<file path="src/rtl/common_types.sv">
// Shared types for the mos6502 datapath.
//   data_t        : one datapath byte
//   alu_t         : 8-bit alu function select
//   op_seq_t      : multi-byte sequencer operation (alu_seq)
//   SEQ_MAX_BYTES : widest operand alu_seq is meant to handle
//   seq_func()    : per-byte alu function used for each sequencer op
package common_types;

  typedef logic [7:0] data_t;

  typedef enum logic [1:0] {
    ANOP,
    AADD,
    ASUB,
    AINC
  } alu_t;

  typedef enum logic [1:0] {
    SNOP,
    SINC,
    SADD,
    SSUB
  } op_seq_t;

  localparam int SEQ_MAX_BYTES = 4;

  // SINC runs as AADD (B forced to 0, carry-in 1) because AINC gives no carry-out.
  function automatic alu_t seq_func(input op_seq_t op);
    case (op)
      SNOP:    return ANOP;
      SINC:    return AADD;
      SADD:    return AADD;
      SSUB:    return ASUB;
      default: return ANOP;
    endcase
  endfunction

endpackage

</file>
<file path="src/rtl/alu.sv">
// 8-bit combinational alu of the mos6502 datapath.
// Ports:
//   a, b  : operand bytes
//   c_in  : carry-in (AADD), borrow-in (ASUB), passed through (ANOP)
//   func  : function select (alu_t)
//   y     : result byte
//   c_out : carry-out (AADD), borrow-out (ASUB), c_in (ANOP), 0 (AINC)
module alu
  import common_types::*;
(
  input  data_t a,
  input  data_t b,
  input  logic  c_in,
  input  alu_t  func,
  output data_t y,
  output logic  c_out
);

  logic [8:0] wide;

  always_comb begin
    wide  = '0;
    y     = a;
    c_out = c_in;
    case (func)
      AADD: begin
        wide  = {1'b0, a} + {1'b0, b} + {8'b0, c_in};
        y     = wide[7:0];
        c_out = wide[8];
      end
      ASUB: begin
        // A 9-bit difference that goes negative sets bit 8: that is the borrow.
        wide  = {1'b0, a} - {1'b0, b} - {8'b0, c_in};
        y     = wide[7:0];
        c_out = wide[8];
      end
      AINC: begin
        y     = a + 8'd1;
        c_out = 1'b0;
      end
      default: begin
        y     = a;
        c_out = c_in;
      end
    endcase
  end

endmodule

</file>
<file path="src/rtl/alu_seq.sv">
// Multi-byte arithmetic sequencer: runs one NBYTES-wide SNOP/SINC/SADD/SSUB
// through a single 8-bit alu, one byte per cycle, LSB first, chaining the
// carry/borrow, and holds the result until the consumer takes it.
// Optional flag outputs are enabled with the macro ALU_SEQ_FLAGS_EN.
// Ports:
//   clk, rst_n          : clock (rising edge), asynchronous active-low reset
//   in_valid, in_ready  : request handshake
//   op, a_in, b_in, c_in: operation, operands, carry/borrow-in
//   out_valid, out_ready: result handshake
//   result, c_out       : W-bit result and final carry/borrow
//   z_out, n_out, v_out : zero / negative / signed-overflow (ALU_SEQ_FLAGS_EN only)
module alu_seq
  import common_types::*;
#(
  parameter  int NBYTES = 2,  // 1..SEQ_MAX_BYTES
  localparam int W      = 8 * NBYTES
) (
  input  logic          clk,
  input  logic          rst_n,
  input  logic          in_valid,
  output logic          in_ready,
  input  op_seq_t       op,
  input  logic [W-1:0]  a_in,
  input  logic [W-1:0]  b_in,
  input  logic          c_in,
  output logic          out_valid,
  input  logic          out_ready,
  output logic [W-1:0]  result,
  output logic          c_out
`ifdef ALU_SEQ_FLAGS_EN
  ,
  output logic          z_out,
  output logic          n_out,
  output logic          v_out
`endif
);

  localparam int CW = (NBYTES > 1) ? $clog2(NBYTES) : 1;

  typedef enum logic [1:0] {
    IDLE,
    RUN,
    DONE
  } state_t;

  state_t                  state, state_nxt;
  logic [CW-1:0]           cnt;
  logic [NBYTES-1:0][7:0]  a_q, b_q, res_q, res_nxt;
  alu_t                    func_q;
  logic                    carry;
  data_t                   alu_y;
  logic                    alu_c;
  logic                    accept, step, last, done_ack;

  alu u_alu (
    .a     (a_q[cnt]),
    .b     (b_q[cnt]),
    .c_in  (carry),
    .func  (func_q),
    .y     (alu_y),
    .c_out (alu_c)
  );

  assign result = res_q;

  // State register
  always_ff @(posedge clk or negedge rst_n) begin
    if (!rst_n) state <= IDLE;
    else        state <= state_nxt;
  end

  // Next-state logic
  always_comb begin
    state_nxt = state;
    case (state)
      IDLE:    if (accept)    state_nxt = RUN;
      RUN:     if (last)      state_nxt = DONE;
      DONE:    if (out_ready) state_nxt = IDLE;
      default:                state_nxt = IDLE;
    endcase
  end

  // Control decode
  always_comb begin
    accept   = (state == IDLE) && in_valid && in_ready;
    step     = (state == RUN);
    last     = step && (cnt == CW'(NBYTES - 1));
    done_ack = (state == DONE) && out_ready;
  end

  // Result with the current alu byte merged in; what res_q becomes on a step.
  always_comb begin
    res_nxt      = res_q;
    res_nxt[cnt] = alu_y;
  end

  // Operand capture: only the latched copies feed the alu.
  always_ff @(posedge clk) begin
    if (accept) begin
      a_q    <= a_in;
      b_q    <= (op == SINC) ? '0 : b_in;
      func_q <= seq_func(op);
    end
  end

  // Sequencing and registered outputs
  always_ff @(posedge clk or negedge rst_n) begin
    if (!rst_n) begin
      in_ready  <= 1'b0;
      out_valid <= 1'b0;
      res_q     <= '0;
      c_out     <= 1'b0;
      cnt       <= '0;
      carry     <= 1'b0;
    end else begin
      // in_ready is 0 straight out of reset and rises on the first edge in IDLE.
      if (accept)                in_ready <= 1'b0;
      else if (state == IDLE)    in_ready <= 1'b1;
      else if (done_ack)         in_ready <= 1'b1;

      if (accept) begin
        cnt   <= '0;
        carry <= (op == SINC) ? 1'b1 : c_in;
      end else if (step) begin
        res_q <= res_nxt;
        carry <= alu_c;
        cnt   <= last ? '0 : cnt + CW'(1);
      end

      if (last) begin
        out_valid <= 1'b1;
        c_out     <= alu_c;
      end else if (done_ack) begin
        out_valid <= 1'b0;
      end
    end
  end

`ifdef ALU_SEQ_FLAGS_EN
  logic a_msb, b_msb, r_msb, v_nxt;

  // Signed overflow from the MSBs; b_q is already 0 for SINC, so AADD covers it.
  always_comb begin
    a_msb = a_q[NBYTES-1][7];
    b_msb = b_q[NBYTES-1][7];
    r_msb = res_nxt[NBYTES-1][7];
    case (func_q)
      AADD:    v_nxt = (a_msb == b_msb) && (r_msb != a_msb);
      ASUB:    v_nxt = (a_msb != b_msb) && (r_msb != a_msb);
      default: v_nxt = 1'b0;
    endcase
  end

  always_ff @(posedge clk or negedge rst_n) begin
    if (!rst_n) begin
      z_out <= 1'b0;
      n_out <= 1'b0;
      v_out <= 1'b0;
    end else if (last) begin
      z_out <= (res_nxt == '0);
      n_out <= r_msb;
      v_out <= v_nxt;
    end
  end
`endif

endmodule

</file>
<file path="config.mk">
export PLATFORM = sky130hd
export DESIGN_NAME = alu_seq
export DESIGN_NICKNAME = d
export VERILOG_FILES = /design/src/rtl/common_types.sv /design/src/rtl/alu.sv /design/src/rtl/alu_seq.sv
export SDC_FILE = /design/constraint.sdc
export NUM_CORES = 1
export LEC_CHECK = 0
export BUFFER_PORTS_ARGS = -buffer_cell sky130_fd_sc_hd__buf_4
export CAP_MARGIN = 20
export CORE_MARGIN = 2
export CORE_UTILIZATION = 47
export CTS_BUF_LIST = sky130_fd_sc_hd__clkbuf_16
export CTS_CLUSTER_SIZE = 8
export DETAILED_ROUTE_END_ITERATION = 6
export GPL_TIMING_DRIVEN = 0
export PLACE_DENSITY = 0.68
export SLEW_MARGIN = 20
export SYNTH_ARGS = -nofsm -noshare
export SYNTH_HDL_FRONTEND = slang
export SYNTH_SLANG_ARGS = --single-unit
export TNS_END_PERCENT = 50
</file>
<file path="constraint.sdc">
create_clock -name clk -period 5.3 [get_ports clk]
set_input_delay 0.265 -clock clk [delete_from_list [all_inputs] [get_ports clk]]
set_output_delay 0.265 -clock clk [all_outputs]
set_load 0.02 [all_outputs]
</file>
== Yosys cells after proc, flatten, opt, wreduce, memory -nomap -nowiden ==
Cells that the tools add are included.

* Bits in registers: 57
* Output and inout bits: 19

* $add $sub $neg: 6
* Order comparisons: 2
* Equality and inequality tests: 11
* Muxes and demuxes: 25
* Bitwise operators: 1
* Reduce and logical (&&, ||, !) cells: 13

{| class="wikitable"
|+ Operators with widths
! kind !! count
|-
| 2-to-1 mux 8 bit || 5
|-
| case mux 8 bit (3 select lines) || 1
|-
| bitwise mux 16 bit || 1
|-
| case mux 2 bit (3 select lines) || 2
|-
| 2-to-1 mux 1 bit || 11
|-
| equality test 2 bit (second input constant) || 5
|-
| adder 8 x 8 -> 9 bit || 1
|-
| adder 9 x 1 -> 9 bit || 1
|-
| subtractor 8 x 8 -> 9 bit || 1
|-
| subtractor 9 x 1 -> 9 bit || 1
|-
| adder 8 x 1 -> 8 bit (second input constant) || 1
|-
| demux 8 bit (select 1 bit) || 1
|-
| equality test 2 x 1 -> 1 bit (second input constant) || 3
|-
| 2-to-1 mux 2 bit || 3
|-
| logical AND 1 bit || 5
|-
| zero test 2 bit || 2
|-
| != test 2 bit (second input constant) || 2
|-
| nonzero test 2 bit || 2
|-
| case mux 1 bit (3 select lines) || 1
|-
| AND reduction 3 bit || 1
|-
| nonzero test 3 bit || 1
|-
| < comparator 1 x 2 -> 1 bit (second input constant) || 1
|-
| != test 2 x 1 -> 1 bit (second input constant) || 1
|-
| AND reduction 2 bit || 1
|-
| other kinds (4) || 4
|}

== Longest topological paths before layout ==
Gate-level depths: netlist (run 1).

* Word-level depth: 7
* Depth in mapped cells: 14
* Mapped depth without buffers: 11

== Cells and area by module ==
A second synthesis (run 1) with hierarchy kept.

* Cell total of the unflattened synthesis: 301
* Area total of the unflattened synthesis: 3,585.9 µm²

{| class="wikitable"
|+ Modules (own cells, without submodules)
! module !! times used !! cells an instance !! area each (µm²) !! sequential area each (µm²)
|-
| alu_seq || 1 || 137 || 2,366.0 || 1,596.5
|-
| alu || 1 || 164 || 1,219.9 || 0.0
|}

== Worst setup path after synthesis (run 1) ==
Ideal clock, no wire load.

* Kind: register to register
* Start: reg cnt
* End: reg res_q, in the netlist result[14]
* Setup time: 65 ps
* Arrival: 3,371 ps
* Setup slack: 1,864 ps
* Stages on the path, launching flop included: 15
* Path buffers: 3
* Period minus slack after synthesis: 3,436 ps
* Cells stage by stage: dfrtp_1 -> buf_4 -> buf_4 -> clkbuf_1 -> mux2i_1 -> inv_1 -> fa_1 -> inv_1 -> fa_1 -> o21bai_4 -> and3_4 -> or4_1 -> a32o_1 -> a221oi_2 -> mux2_2

* Longest elaborated chain between the ends: 6
* Elaborated cells between the ends (all ways): 16
* Those cells by class: add/sub (5); order compare (2); mux (8); reduce/logical (1)

{| class="wikitable"
|+ RTL lines
! item !! line !! text
|-
| start: declaration || alu_seq.sv:47 || <nowiki>logic [CW-1:0] cnt;</nowiki>
|-
| start signal: assignment || alu_seq.sv:127 || <nowiki>cnt <= last ? '0 : cnt + CW'(1);</nowiki>
|-
| 2-to-1 mux 8 bit (on tied branches) (2 in a row) || alu_seq.sv:56, alu_seq.sv:57 ||
|-
| subtractor 8 x 8 -> 9 bit / adder 8 x 8 -> 9 bit (equally long branches) || alu.sv:33, alu.sv:27 ||
|-
| subtractor 9 x 1 -> 9 bit / adder 9 x 1 -> 9 bit (equally long branches) || alu.sv:33, alu.sv:27 ||
|-
| case mux 8 bit (3 select lines) || alu.sv:25 || <nowiki>case (func)</nowiki>
|-
| bitwise mux 16 bit (*) || alu_seq.sv:94 || <nowiki>res_nxt[cnt] = alu_y;</nowiki>
|-
| end signal: assignment || alu_seq.sv:125 || <nowiki>res_q <= res_nxt;</nowiki>
|-
| end: declaration || alu_seq.sv:48 || <nowiki>logic [NBYTES-1:0][7:0] a_q, b_q, res_q, res_nxt;</nowiki>
|}

Mark *: on every way between the ends. The rest lies on a longest branch, timed or not. The select of a mux whose other input is x is not followed.
A chain may end at the register's enable or synchronous reset.

== Worst setup path in the final report (run 1) ==
* Start: reg cnt
* End: reg res_q, in the netlist result[6]

Same word-level chain as after synthesis.

==> metrics.csv, run 1 <==
stage;metric;value;unit
detailed_routing;Residual DRC;0;
detailed_routing;vias post-DR;2547;
yosys;post-synth net total;389;
clocking;Worst-path clk slew;0.05;ns
finish;antenna fix cells;0;
grt;first-pass GRT wire length;12.1;mm
place;DP Area;4030;sq um
detailed_routing;WL met3;353;microns
yosys;top_reg_cell synth;edfxtp_1;
sta;crit share post-route;80.0;%
sta;Slew Limit Fails;0;
sta;Peak Freq;0.236;GHz
yosys;leading area contributor after synthesis;edfxtp_1;
sta;final hold viol count;0;
grt;pin count of the biggest net entering global routing;38;
power;Sequential Power Share;24.4;%
finish;commonest non-fill, non-tap cell in the layout;buf_4;
power;Lkg Pwr;1.87;nW
detailed_routing;Iteration-0 DRC Markers;129;
clocking;post-CTS setup buffer count;0;
yosys;Syn Std Cell Area;3480;sq um
detailed_routing;Routed WL;7.40;mm
critical_path;critical path arrival;4.50;ns
power;Int Pwr;1.71;mW
detailed_routing;DR WL/cell;14.9;microns
power;VDD IR-drop max;0.000275;V
detailed_routing;Final ANT Viol Nets;0;
die;num rows;31;
sta;Min Hold Slack;0.115;ns
sta;final setup vio count;0;
die;Die X;90.0;microns
die;core area;7210;sq um
critical_path;Worst setup SP type;flip-flop;
run;max_cap viols;0;
clocking;CTS Buf Count;9;
critical_path;CP max FO;10;
yosys;register bit total from synthesis;57;
clocking;CTS tree;yes;
finish;design area;4300;sq um
sta;RSZ-0062 raised after global routing;false;
finish;fraction of layout cells with a size suffix above 1;23.2;%
die;die area;8100;sq um
die;height of the chip;90.0;microns
detailed_routing;highest metal used;met4;
power;combinational power share;59.2;%
detailed_routing;DR vias/cell;5.14;
detailed_routing;met2 wire len;3.51;mm
clocking;clk sink count;57;
yosys;post-synth cell types;49;
place;Placer Congestion;0.873;
grt;number of global-route vias before repair;2421;
run_status;status;complete, no violations;
power;switching part of the total;42.3;%
yosys;sequential element share of the synthesized area;45.9;%
critical_path;CP Class;reg -> reg;
yosys;EDFF count, synth;34;
finish;area of the multi-input gates;1720;sq um
place;post-DP HPWL;5.72;mm
detailed_routing;first-pass iteration count of the detailed router;4;
critical_path;Worst Path Required;5.56;ns
finish;fill count;650;
yosys;top cells by area, synth;edfxtp_1 29%, dfrtp_1 17%, ha_1 8.3%;
die;initial core utilization;48.2;%
power;Design Power;2.97;mW
hold_path;Hold WC Path Type;in -> reg;
finish;Reg area;1600;sq um
detailed_routing;M1 wire length;3.41;mm
clocking;Root Driver;clkbuf_16;
clocking;Clk Latency, worst-skew pair;0.32;ns
yosys;synth warn;0;
die;num ports;58;
clocking;htree depth;3;
power;pwr dens;691;nW/um^2
finish;Area growth syn-to-layout;23.5;%
finish;commonest cells after routing, fill and taps aside;59 x buf_4, 34 x edfxtp_1, 30 x inv_1;
yosys;Mapped Cells;323;
sta;worst-margin pin slew;0.766;ns
grt;grt ovf;0;
grt;gr usage total;19.1;%
sta;setup TNS;0;ns
clocking;clock buffer depth;2;
finish;Nets;458;
power;part of the power in the clock network;16.4;%
power;Sw Pwr;1.25;mW
yosys;ys async rst share;40.4;%
grt;initial antenna violation count;0;
sta;Slew headroom;48.9;%
yosys;share of the synthesized area in the top cell type;29.4;%
sta;min Tclk post-route;4.24;ns
place;Buffers on Ports;57;
yosys;Avg Inst Size Synth;10.8;sq um
critical_path;Critical Path End Type;flip-flop;
sta;Clock Skews;0.00720;ns
==> worst paths after layout <==
path | startpoint | endpoint | slack, ns | depth (start not counted)
setup / recovery | cnt | result[6] | 1.06 | 14
hold / removal | a_in[14] | a_q[14] | 0.12 | 1
setup reg to reg | cnt | result[6] | 1.06 | 14
hold reg to reg | result[9] | result[9] | 0.47 | 2
max in group asynchronous | rst_n | result[9] | 4.70 | 2
min in group asynchronous | rst_n | result[13] | 0.38 | 2
==> logic make-up after synthesis <==
logic type / synth area share, %
and+or+nand+nor: 14.0
AOI/OAI and AO/OA: 12.4
DFF: 45.9
buffers and inverters: 4.64
adders and majority gates: 10.6
muxes: 8.71
xor gates and xnor gates: 3.78
==> repair_timing <==
action	4_1_cts	5_1_grt
hold endpoints to repair	23	0
hold buffers	1	0
resized for setup	0	0
==> metal layers <==
layer | global-route usage (%) | vias to the layer above
li1 | - | 1288
met1 | 25.0 | 1172
met2 | 30.8 | 74
met3 | 4.78 | 13
met4 | 7.05 | 0
met5 | 0 | -
==> registers in the layout, summed over array words and instances, names as in the netlist, 2 cells and up <==
| name | count |
|---|---|
| b_q | 16 |
| func_q | 2 |
| a_q | 16 |
| result | 16 |
| state | 2 |
==> through the flow <==
stage	setup slack (ns)	instances	util (%)
finish	1.06	496	59.6
global route	0.824	496	59.6
floorplan	1.86	323	-
global placement	1.10	479	55.9
detailed placement	1.07	479	55.9
CTS	1.06	496	59.6
==> area by class of cell <==
type,instances,share of cell area [%]
multi-input cells,227,40.0
plain buffers,10,1.22
inverters,29,2.53
clock inverters,7,0.728
clock buffers,9,5.24
well taps,99,2.88
repair buffers,58,10.2
flip-flops and latches,57,37.2
==> cells in the mapped netlist, drive strengths merged (4+ instances only) <==
cell / instances
nor2: 19
nand2: 25
o21a: 4
a21oi: 18
xnor2: 15
clkbuf: 7
mux2: 14
mux2i: 10
nor2b: 22
dfrtp: 23
ha: 23
a31oi: 4
fa: 4
edfxtp: 34
o21ai: 17
inv: 29
nand3: 6
==> critical path, cell delays in order, from the launching register on <==
cell,delay (ns)
dfrtp_1,0.43
buf_4,0.22
buf_4,0.21
clkbuf_1,0.54
mux2i_1,0.40
inv_1,0.10
fa_1,0.45
inv_1,0.10
fa_1,0.25
o21bai_4,0.07
and3_4,0.17
or4_1,0.49
a32o_1,0.27
a221oi_2,0.25
mux2_2,0.21
==> power by group through the flow <==
stage	Sequential, mW	Combinational, mW	Clock (mW)
floorplan	0.797	1.22	0
global route	0.741	1.94	0.525
finish	0.723	1.76	0.488
detailed placement	0.731	1.75	0
CTS	0.724	1.76	0.495
global placement	0.728	1.71	0
Note: power is estimated with default switching activity, not from simulation.
==> inputs of run 2 (changes only) <==
ABC_AREA = 1   (was not set)
PLACE_DENSITY = 0.71   (was 0.68)
clock period = 3.6 ns   (was 5.3 ns; I/O delays follow)
==> metrics.csv, run 2 <==
stage;metric;value;unit;change
run_status;status;complete, no violations;;
place;post-DP HPWL;6.31;mm;+10%
power;switching part of the total;47.5;%;+5.3 points
grt;pin count of the biggest net entering global routing;37;;-2.6%
critical_path;Critical Path End Type;flip-flop;;
yosys;sequential element share of the synthesized area;44.2;%;-1.7 points
detailed_routing;DR WL/cell;13.2;microns;-11%
power;Int Pwr;2.43;mW;+41%
yosys;post-synth net total;515;;+32%
clocking;clk sink count;57;;unchanged
clocking;Clk Latency, worst-skew pair;0.32;ns;about the same
yosys;leading area contributor after synthesis;edfxtp_1;;
power;Sequential Power Share;22.5;%;-1.9 points
detailed_routing;Iteration-0 DRC Markers;174;;+35%
yosys;xor and xnor area share after synthesis;0;%;-3.8 points
die;num rows;31;;unchanged
sta;min setup slack post-route;0.637;ns;-0.425 ns
detailed_routing;first-pass iteration count of the detailed router;5;;+1
clocking;CTS Buf Count;9;;unchanged
grt;grt ovf;0;;unchanged
clocking;post_cts resized;0;;unchanged
detailed_routing;Final ANT Viol Nets;0;;unchanged
power;VDD IR-drop max;0.000435;V;+58%
yosys;top cells by area, synth;edfxtp_1 28%, dfrtp_1 16%, nand2_1 15%;;
run;max_cap viols;0;;unchanged
sta;setup TNS;0;ns;unchanged
critical_path;CP Class;reg -> reg;;
clocking;post-CTS setup buffer count;0;;unchanged
power;combinational power share;60.9;%;+1.7 points
yosys;ys async rst share;40.4;%;unchanged
sta;crit share post-route;82.3;%;+2.3 points
finish;antenna fix cells;0;;unchanged
yosys;mux cell area share after synthesis;0;%;-8.7 points
critical_path;CP max FO;10;;unchanged
yosys;top_reg_cell synth;edfxtp_1;;
yosys;EDFF count, synth;34;;unchanged
sta;RSZ-0062 raised after global routing;false;;
clocking;Worst-path clk slew;0.05;ns;about the same
yosys;Mapped Cells;449;;+39%
detailed_routing;Residual DRC;0;;unchanged
sta;Clock Skews;0.00715;ns;-0.0000523 ns
grt;first-pass GRT wire length;13.7;mm;+13%
sta;Slew Limit Fails;0;;unchanged
sta;Slew headroom;51.4;%;+2.5 points
critical_path;Reg2Reg Launch Point;cnt;;
place;Placer Congestion;0.891;;+2.1%
grt;initial antenna violation count;0;;unchanged
die;initial core utilization;49.3;%;+1.1 points
yosys;top-count cell post-synth;nand2_1;;
clocking;Root Driver;clkbuf_16;;
yosys;Syn Std Cell Area;3610;sq um;+3.9%
yosys;Avg Inst Size Synth;8.05;sq um;-25%
critical_path;Worst Setup SP;cnt;;
sta;min Tclk post-route;2.96;ns;-1.28 ns
detailed_routing;Routed WL;8.23;mm;+11%
clocking;clock buffer depth;2;;unchanged
finish;commonest non-fill, non-tap cell in the layout;nand2_1;;
grt;number of global-route vias before repair;2939;;+21%
finish;fraction of layout cells with a size suffix above 1;19.5;%;-3.7 points
yosys;Synth Area in Compound Gates;5.44;%;-6.9 points
die;height of the chip;91.7;microns;+1.8%
yosys;post-synth cell types;32;;-35%
sta;final setup vio count;0;;unchanged
finish;commonest cells after routing, fill and taps aside;148 x nand2_1, 74 x inv_1, 58 x buf_4;;
finish;Area growth syn-to-layout;23.2;%;
clocking;htree depth;3;;unchanged
yosys;synth warn;0;;unchanged
power;part of the power in the clock network;16.5;%;about the same
sta;final hold viol count;0;;unchanged
critical_path;Worst Path Required;3.86;ns;-1.70 ns
yosys;Synth top cells by count;148 x nand2_1, 72 x inv_1, 36 x nand3_1;;
die;core area;7330;sq um;+1.6%
place;placed cells;605;;+26%
die;die area;8410;sq um;+3.7%
finish;final core utilization;60.7;%;+1.2 points
yosys;synthesized-area fraction occupied by adder cells;10.2;%;-0.40 points
place;Place WS;0.637;ns;-0.433 ns
power;Sw Pwr;2.20;mW;+75%
yosys;largest family of logic cells by synthesized area;simple AND/OR/NAND/NOR gates;;
yosys;share of the synthesized area in the top cell type;28.3;%;-1.1 points
die;num ports;58;;unchanged
detailed_routing;DR vias/cell;4.97;;-3.2%
sta;worst-margin pin slew;0.728;ns;-0.0375 ns
yosys;register bit total from synthesis;57;;unchanged
hold_path;hold path start;a_in[6];;
place;Buffers on Ports;57;;unchanged
finish;fin cells;622;;+25%
detailed_routing;vias post-DR;3092;;+21%
clocking;CTS tree;yes;;
yosys;simple-gate portion of the synthesized area;30.8;%;+17 points
hold_path;Hold WC Path Type;in -> reg;;
sta;Peak Freq;0.337;GHz;+43%
finish;Nets;584;;+28%
power;pwr dens;1040;nW/um^2;+50%
critical_path;Worst setup SP type;flip-flop;;
critical_path;critical path arrival;3.22;ns;-1.28 ns
die;Die X;91.7;microns;+1.8%
grt;gr usage total;21.1;%;+2.0 points
power;Lkg Pwr;2.30;nW;+23%
==> run 2: routing by layer <==
layer  up-vias  wire length, microns  GRT usage [%]
met4         0                   188           9.47
li1       1561                     -              -
met2        93                  4000           35.3
met5         -                     0              0
met1      1424                  3640           26.8
met3        14                   412           3.37
==> run 2: what timing repair did <==
action,4_1_cts,5_1_grt
setup endpoints to repair,0,0
hold buffers,1,0
endpoints found under the hold margin,23,0
==> run 2: power groups by stage <==
| stage | clock network [mW] | registers [mW] | logic [mW] |
|---|---|---|---|
| finish | 0.764 | 1.04 | 2.82 |
| global route | 0.807 | 1.07 | 3.20 |
| CTS | 0.779 | 1.04 | 2.81 |
| detailed placement | 0 | 1.05 | 2.79 |
| global placement | 0 | 1.05 | 2.71 |
| floorplan | 0 | 1.15 | 1.97 |
==> run 2: final timing paths <==
| path | end | slack, ns | cells after the start |
|---|---|---|---|
| setup / recovery | c_out | 0.64 | 18 |
| hold / removal | a_q[6] | 0.04 | 1 |
| setup reg to reg | c_out | 0.64 | 18 |
| hold reg to reg | result[8] | 0.48 | 2 |
| max in group asynchronous | carry | 3.07 | 2 |
| min in group asynchronous | result[7] | 0.29 | 2 |
==> run 2: worst max-delay path, stage by stage (launching register included) <==
cell and delay [ns]:
dfrtp_1 0.37, buf_6 0.15, inv_8 0.11, buf_6 0.15, or2_2 0.11, o21ai_0 0.11
fa_1 0.44, fa_1 0.49, inv_1 0.08, nand2_1 0.08, a21oi_1 0.17, nor2_1 0.08
nand3_1 0.09, nand2_1 0.06, nand2_1 0.05, nand3_1 0.09, nand2_1 0.14, nand2_1 0.06
nand2_1 0.07
==> run 2: per-stage QoR <==
stage | power (mW) | area (sq um) | hold slack, ns
5_1_grt | 5.07 | 4450 | 0.0238
6_report | 4.62 | 4450 | 0.0359
3_5_place_dp | 3.84 | 4170 | 0.0885
3_3_place_gp | 3.76 | 4170 | 0.0842
2_1_floorplan | 3.11 | 3610 | -0.116
4_1_cts | 4.63 | 4450 | 0.0260
==> run 2: kinds of logic (layout without fill, tap and decap cells) <==
logic type / after synthesis / in the layout
adder cells (fa/ha/maj): 27 / 27
flip-flops: 57 / 57
buffers and inverters: 81 / 155
AND/OR/NAND/NOR: 250 / 250
AO/OA/AOI/OAI: 34 / 34
==> run 2: final cells by class <==
cell class | count | area (sq um)
Fill cell | 640 | 2880
Multi-Input combinational cell | 311 | 1680
Sequential cell | 57 | 1600
Timing Repair Buffer | 58 | 438
Inverter | 74 | 285
Clock buffer | 10 | 250
Tap cell | 99 | 124
Buffer | 7 | 53.8
Clock inverter | 6 | 25.0
